[src/rtl/prewish_button_loader.sv]
// Debounced pushbutton + DIP switch loader: one STB_O and a captured switch byte per accepted press.
// Latency 2**DEBOUNCE_BITS + 3 clocks from pin to STB_O; no backpressure, a strobe is never held.
module prewish_button_loader #(
  parameter int DEBOUNCE_BITS = 16
) (
  input  logic       CLK_I,
  input  logic       RST_I,
  input  logic       i_button_n,
  input  logic [7:0] i_switches,
  output logic       STB_O,
  output logic [7:0] DAT_O,
  output logic       o_pressed
);

  typedef enum logic [1:0] {
    IDLE,
    PRESS_WAIT,
    HELD,
    RELEASE_WAIT
  } state_t;

  localparam logic [DEBOUNCE_BITS-1:0] CNT_MAX = '1;

  logic                     btn_s1;
  logic                     btn_s2;
  logic [7:0]               sw_s1;
  logic [7:0]               sw_s2;
  logic                     pressed;
  state_t                   state;
  logic [DEBOUNCE_BITS-1:0] cnt;

  assign pressed = ~btn_s2;

  // The counter only runs in the two wait states; the terminal compare always leaves them, so it never wraps.
  always_ff @(posedge CLK_I) begin
    if (RST_I) begin
      btn_s1    <= 1'b1;
      btn_s2    <= 1'b1;
      sw_s1     <= '0;
      sw_s2     <= '0;
      state     <= IDLE;
      cnt       <= '0;
      STB_O     <= 1'b0;
      DAT_O     <= '0;
      o_pressed <= 1'b0;
    end else begin
      btn_s1 <= i_button_n;
      btn_s2 <= btn_s1;
      sw_s1  <= i_switches;
      sw_s2  <= sw_s1;
      STB_O  <= 1'b0;
      case (state)
        IDLE: begin
          if (pressed) begin
            state <= PRESS_WAIT;
            cnt   <= '0;
          end
        end
        PRESS_WAIT: begin
          if (!pressed) begin
            state <= IDLE;
            cnt   <= '0;
          end else if (cnt == CNT_MAX) begin
            state     <= HELD;
            cnt       <= '0;
            STB_O     <= 1'b1;
            DAT_O     <= sw_s2;
            o_pressed <= 1'b1;
          end else begin
            cnt <= cnt + 1'b1;
          end
        end
        HELD: begin
          if (!pressed) begin
            state <= RELEASE_WAIT;
            cnt   <= '0;
          end
        end
        RELEASE_WAIT: begin
          if (pressed) begin
            state <= HELD;
            cnt   <= '0;
          end else if (cnt == CNT_MAX) begin
            state     <= IDLE;
            cnt       <= '0;
            o_pressed <= 1'b0;
          end else begin
            cnt <= cnt + 1'b1;
          end
        end
        default: begin
          state     <= IDLE;
          cnt       <= '0;
          o_pressed <= 1'b0;
        end
      endcase
    end
  end

endmodule
[config.mk]
export PLATFORM = sky130hd
export DESIGN_NAME = prewish_button_loader
export DESIGN_NICKNAME = d
export VERILOG_FILES = /design/src/rtl/prewish_button_loader.sv
export SDC_FILE = /design/constraint.sdc
export NUM_CORES = 1
export LEC_CHECK = 0
export CAP_MARGIN = 20
export CORE_ASPECT_RATIO = 0.9
export CORE_MARGIN = 5
export CORE_UTILIZATION = 58
export CTS_BUF_LIST = sky130_fd_sc_hd__clkbuf_16
export DETAILED_ROUTE_END_ITERATION = 12
export GPL_TIMING_DRIVEN = 0
export PLACE_DENSITY = 0.93
export SYNTH_ARGS = -nofsm -noshare
export SYNTH_HDL_FRONTEND = slang
export SYNTH_SLANG_ARGS = --single-unit
[constraint.sdc]
create_clock -name CLK_I -period 3.5 [get_ports CLK_I]
set_clock_uncertainty 0.2 [all_clocks]
set_input_delay 0.525 -clock CLK_I [delete_from_list [all_inputs] [get_ports CLK_I]]
set_output_delay 0.525 -clock CLK_I [all_outputs]
set_load 0.05 [all_outputs]
# == Yosys cells after proc, flatten, opt, wreduce, memory -nomap -nowiden ==
# Index checks and enable logic that the tools add are counted.
# W data, S select, Z words.
# op_classes
addsub,1
multipliers,0
div,0
magnitude_cmp,0
n_eq_ne,12
shifts,0
muxes,19
bitwise,2
reduce_logical,7
# ops
cell,n
$mux W16,5
$pmux W16 S4,1
$add A16 B1 Y16 const B,1
$eq A16 B16 Y1 const B,1
$mux W2,6
$ne A2 B2 Y1 const B,6
$pmux W2 S4,1
$ne A3 B3 Y1 const B,2
$mux W1,5
$reduce_and A5 Y1,1
$eq A2 B2 Y1 const B,2
$reduce_and A4 Y1,1
$reduce_and A3 Y1,1
$reduce_or A3 Y1,1
$eq A2 B1 Y1 const B,1
$logic_not A2 Y1,1
$not A1 Y1,2
$pmux W1 S2,1
$reduce_and A2 Y1,1
$reduce_bool A2 Y1,1
# totals
reg_bits,46
latchBits,0
ram_bits,0
romBits,0
input_bits,11
output_inout_bits,10
elab_cells,50
mem_count,0

# == Depth between registers and ports, before layout ==
# logic_depth
depth_word,4
depth_mapped,7

# == Worst setup path before layout ==
# Ideal clock, no wire load.
# synth_timing
path_type,register to register
from,register cnt[0]
to,register DAT_O[0]
t_arrival_ns,1.728
required_ns,3.172
path_slack_ns,1.444
stages_incl_launch_ff,7
path_buffers,0
period_less_slack_ns,2.056
cell_sequence,dfxtp_1 ha_1 and3_1 nand2b_4 nor4_4 mux2i_1 nor2_1
# synth_via
elab_chain_cells,2
# synth_lines
element,line,source
"start, declared",30,logic [DEBOUNCE_BITS-1:0] cnt;
"start signal, assigned",70,cnt <= cnt + 1'b1;
"start signal, assigned",88,cnt <= cnt + 1'b1;
$eq A16 B16 Y1,63,end else if (cnt == CNT_MAX) begin
$reduce_and A3 Y1 (no source line),-,
"end signal, assigned",67,DAT_O <= sw_s2;
"end, declared",11,"output logic [7:0] DAT_O,"
# No other way between the ends.
# A chain may end at the register's enable or synchronous reset.

# == Worst setup path in the final report ==
# layout_timing
from,register cnt[0]
to,register DAT_O[1]
# The elaborated chain is that of the path after synthesis.

==> results by group <==
Die
  – Die area: 0.00432 sq mm
  – Core footprint: 0.00302 sq mm
  – Die Width: 68.7 um
  – Die H: roughly 63 um
  – Site row count: 19
  – IO Count: 21
  – Initial Util: around 60%

Final layout
  – Commonest non-fill, non-tap cell in the layout: dfxtp_1
  – # diodes: 0
  – Synth-to-layout area growth: 21.4%
  – Most frequent cells in the layout: 46 x dfxtp_1, 27 x nor2_1, 19 x clkdlybuf4s50_1, 16 x nor2b_1, 9 x nand2_1
  – Share of layout cells above drive strength 1: around 9.3%
  – Post-Layout Cell Count: 258
  – Total Nets Final: 227

Clocking
  – Cts repair resizes: 0
  – Clock sinks: 46
  – Htree depth: 2
  – CTS Buffer Depth: 2
  – Clock-pin transition on the worst setup and hold timing paths: roughly 0.060 ns
  – Post-CTS Setup Inserts: 0
  – Num CTS Buffers: 5
  – Root Buffer: clkbuf_16
  – Hold_buf cts: 0
  – Clk_lat worst skew: 0.28 ns
  – TritonCTS clock tree: built

Logic synthesis
  – Sequential-to-total area share from yosys stat: 51.2%
  – Ys async rst share: 0%
  – Post-synthesis cell type count: 38
  – Post-synth net total: 201
  – Post-Syn Instances: between 150 and 200
  – Post-synth EDFFs: 0
  – Mapped Area: 0.00180 sq mm
  – Avg Cell Area, Syn: ~9.5 sq um
  – Synth warn: 0
  – Register bit total from synthesis: 46
  – Top FF cell, synth: dfxtp_1

GRT
  – Gr usage total: 17.6%
  – Grt total ovfl: 0
  – First-pass GRT wire length: 5.62 mm
  – Initial antenna violation count: 0
  – Largest net degree at the start of global routing: 15
  – Number of global-route vias before repair: between 1000 and 1500

Detailed routing
  – Residual DRC count: 0
  – WL/cell: approximately 14 um
  – Antenna viol nets, final: 0
  – 1st-iter DRT viols: 90
  – Drt total wl: 3.61 mm
  – Via-per-instance ratio: 5.62
  – 1st-pass router iterations: 4
  – Vias: 1451

STA
  – Clock period minus worst slack: 2.39 ns
  – Worst Tran Pin Value: 0.784 ns
  – Share of the clock period used by the worst path: 68.3%
  – Fmax: ~0.42 GHz
  – WHS: about 0.21 ns
  – Hold Fails Final Rpt: 0
  – Slew Limit Fails: 0
  – Headroom to the max-slew limit: 47.3%
  – Final setup fails: 0
  – Setup total negative slack: 0 ns
  – RSZ-0062 raised after global routing: false

Worst setup path
  – Arr. time, crit path: 2.35 ns
  – Type of destination of the critical path: flip-flop
  – Crit Path Max Fanout: 8
  – Critical path data required time: 3.46 ns
  – Critical path startpoint category: flip-flop
  – Critical path type: reg -> reg

Power and ir drop
  – Worst vdd ir: 0.393 mV
  – Cell Pwr Density: around 470 mW/mm^2
  – Leak pwr: 0.815 nW

Place
  – GP Congestion: approximately 0.81
  – Port bufs: 19
  – Placed cells: 250
  – DP Wirelength: 2.44 mm

Run status
  – Status: complete, no violations

Worst hold path
  – Hold Path Class: reg -> reg

Run
  – Max Cap Viol: 0
-- cells in the mapped netlist, drive strengths merged (4+ instances only) --
| cell type | count | area share (%) |
|---|---|---|
| dfxtp | 46 | 51 |
| nor2 | 27 | 5.6 |
| nor2b | 16 | 5.6 |
| nand2 | 9 | 1.9 |
| mux2i | 8 | 4.5 |
| o21ai | 8 | 2.2 |
| a21oi | 6 | 1.7 |
| a31oi | 6 | 2.1 |
| clkbuf | 6 | 1.3 |
| nand3 | 6 | 1.7 |
| nand4 | 6 | 2.8 |
| nor3 | 5 | 1.7 |
| inv | 4 | 0.83 |
| nor4 | 4 | 2.6 |
-- where the power goes --
group          total [mW]  switching (mW)  internal, mW
Combinational      0.0432          0.0215        0.0217
Sequential          0.538         0.00372         0.535
Clock               0.445           0.184         0.261
-- kinds of logic (layout without fill, tap and decap cells) --
group / after synthesis / after routing / share of synthesized area (%)
DFF: 46 / 46 / 51.2
muxes: 8 / 8 / 4.45
adders and majority gates: 1 / 1 / 0.695
xor gates and xnor gates: 2 / 2 / 1.39
buffers and inverters: 11 / 38 / 2.36
and+or+nand+nor: 86 / 86 / 27.0
AOI/OAI and AO/OA: 35 / 35 / 12.9
-- sequential cells by signal, summed over array words and instances (netlist names), named ones only --
signal     count
state          1
o_pressed      1
cnt           16
sw_s2          8
DAT_O          8
sw_s1          8
btn_s2         1
btn_s1         1
STB_O          1
-- per-layer routing --
layer,part of all wire (%),GRT usage [%],vias up
li1,-,-,718
met1,44,21.7,658
met2,48,27.3,62
met3,6.0,5.40,13
met4,2.9,8.76,0
met5,0,0,-
-- critical path, cell delays in order, from the launching register on --
cell and delay (ns):
dfxtp_1 0.39, ha_1 0.23, and3_1 0.28, nand2b_4 0.11, nor4_4 0.71, mux2i_1 0.28
nor2_1 0.05
-- area by class of cell --
| type | count | area [sq um] |
|---|---|---|
| repair buffers | 19 | 190 |
| fillers | 225 | 835 |
| multi-input cells | 132 | 836 |
| inverters | 4 | 15.0 |
| plain buffers | 7 | 27.5 |
| clock buffers | 5 | 125 |
| flip-flops and latches | 46 | 921 |
| clock inverters | 3 | 17.5 |
| well taps | 42 | 52.6 |
-- final timing paths --
| kind | from | cells past startpoint | slack [ns] | endpoint |
|---|---|---|---|---|
| setup / recovery | cnt[0] | 6 | 1.11 | DAT_O[1] |
| hold / removal | btn_s1 | 1 | 0.21 | btn_s2 |
| setup reg to reg | cnt[0] | 6 | 1.11 | DAT_O[1] |
| hold reg to reg | btn_s1 | 1 | 0.21 | btn_s2 |
-- stage by stage --
| stage | setup slack, ns | total power, mW | utilization, % | instance area, sq um |
|---|---|---|---|---|
| 2_1_floorplan | 1.44 | 0.575 | - | 1800 |
| 3_3_place_gp | 1.18 | 0.591 | 67.6 | 2040 |
| 3_5_place_dp | 1.12 | 0.592 | 67.6 | 2040 |
| 4_1_cts | 1.10 | 1.04 | 72.4 | 2180 |
| 5_1_grt | 0.938 | 1.06 | 72.4 | 2180 |
| 6_report | 1.11 | 1.03 | 72.4 | 2180 |
Power figures use the tool's default switching activity.
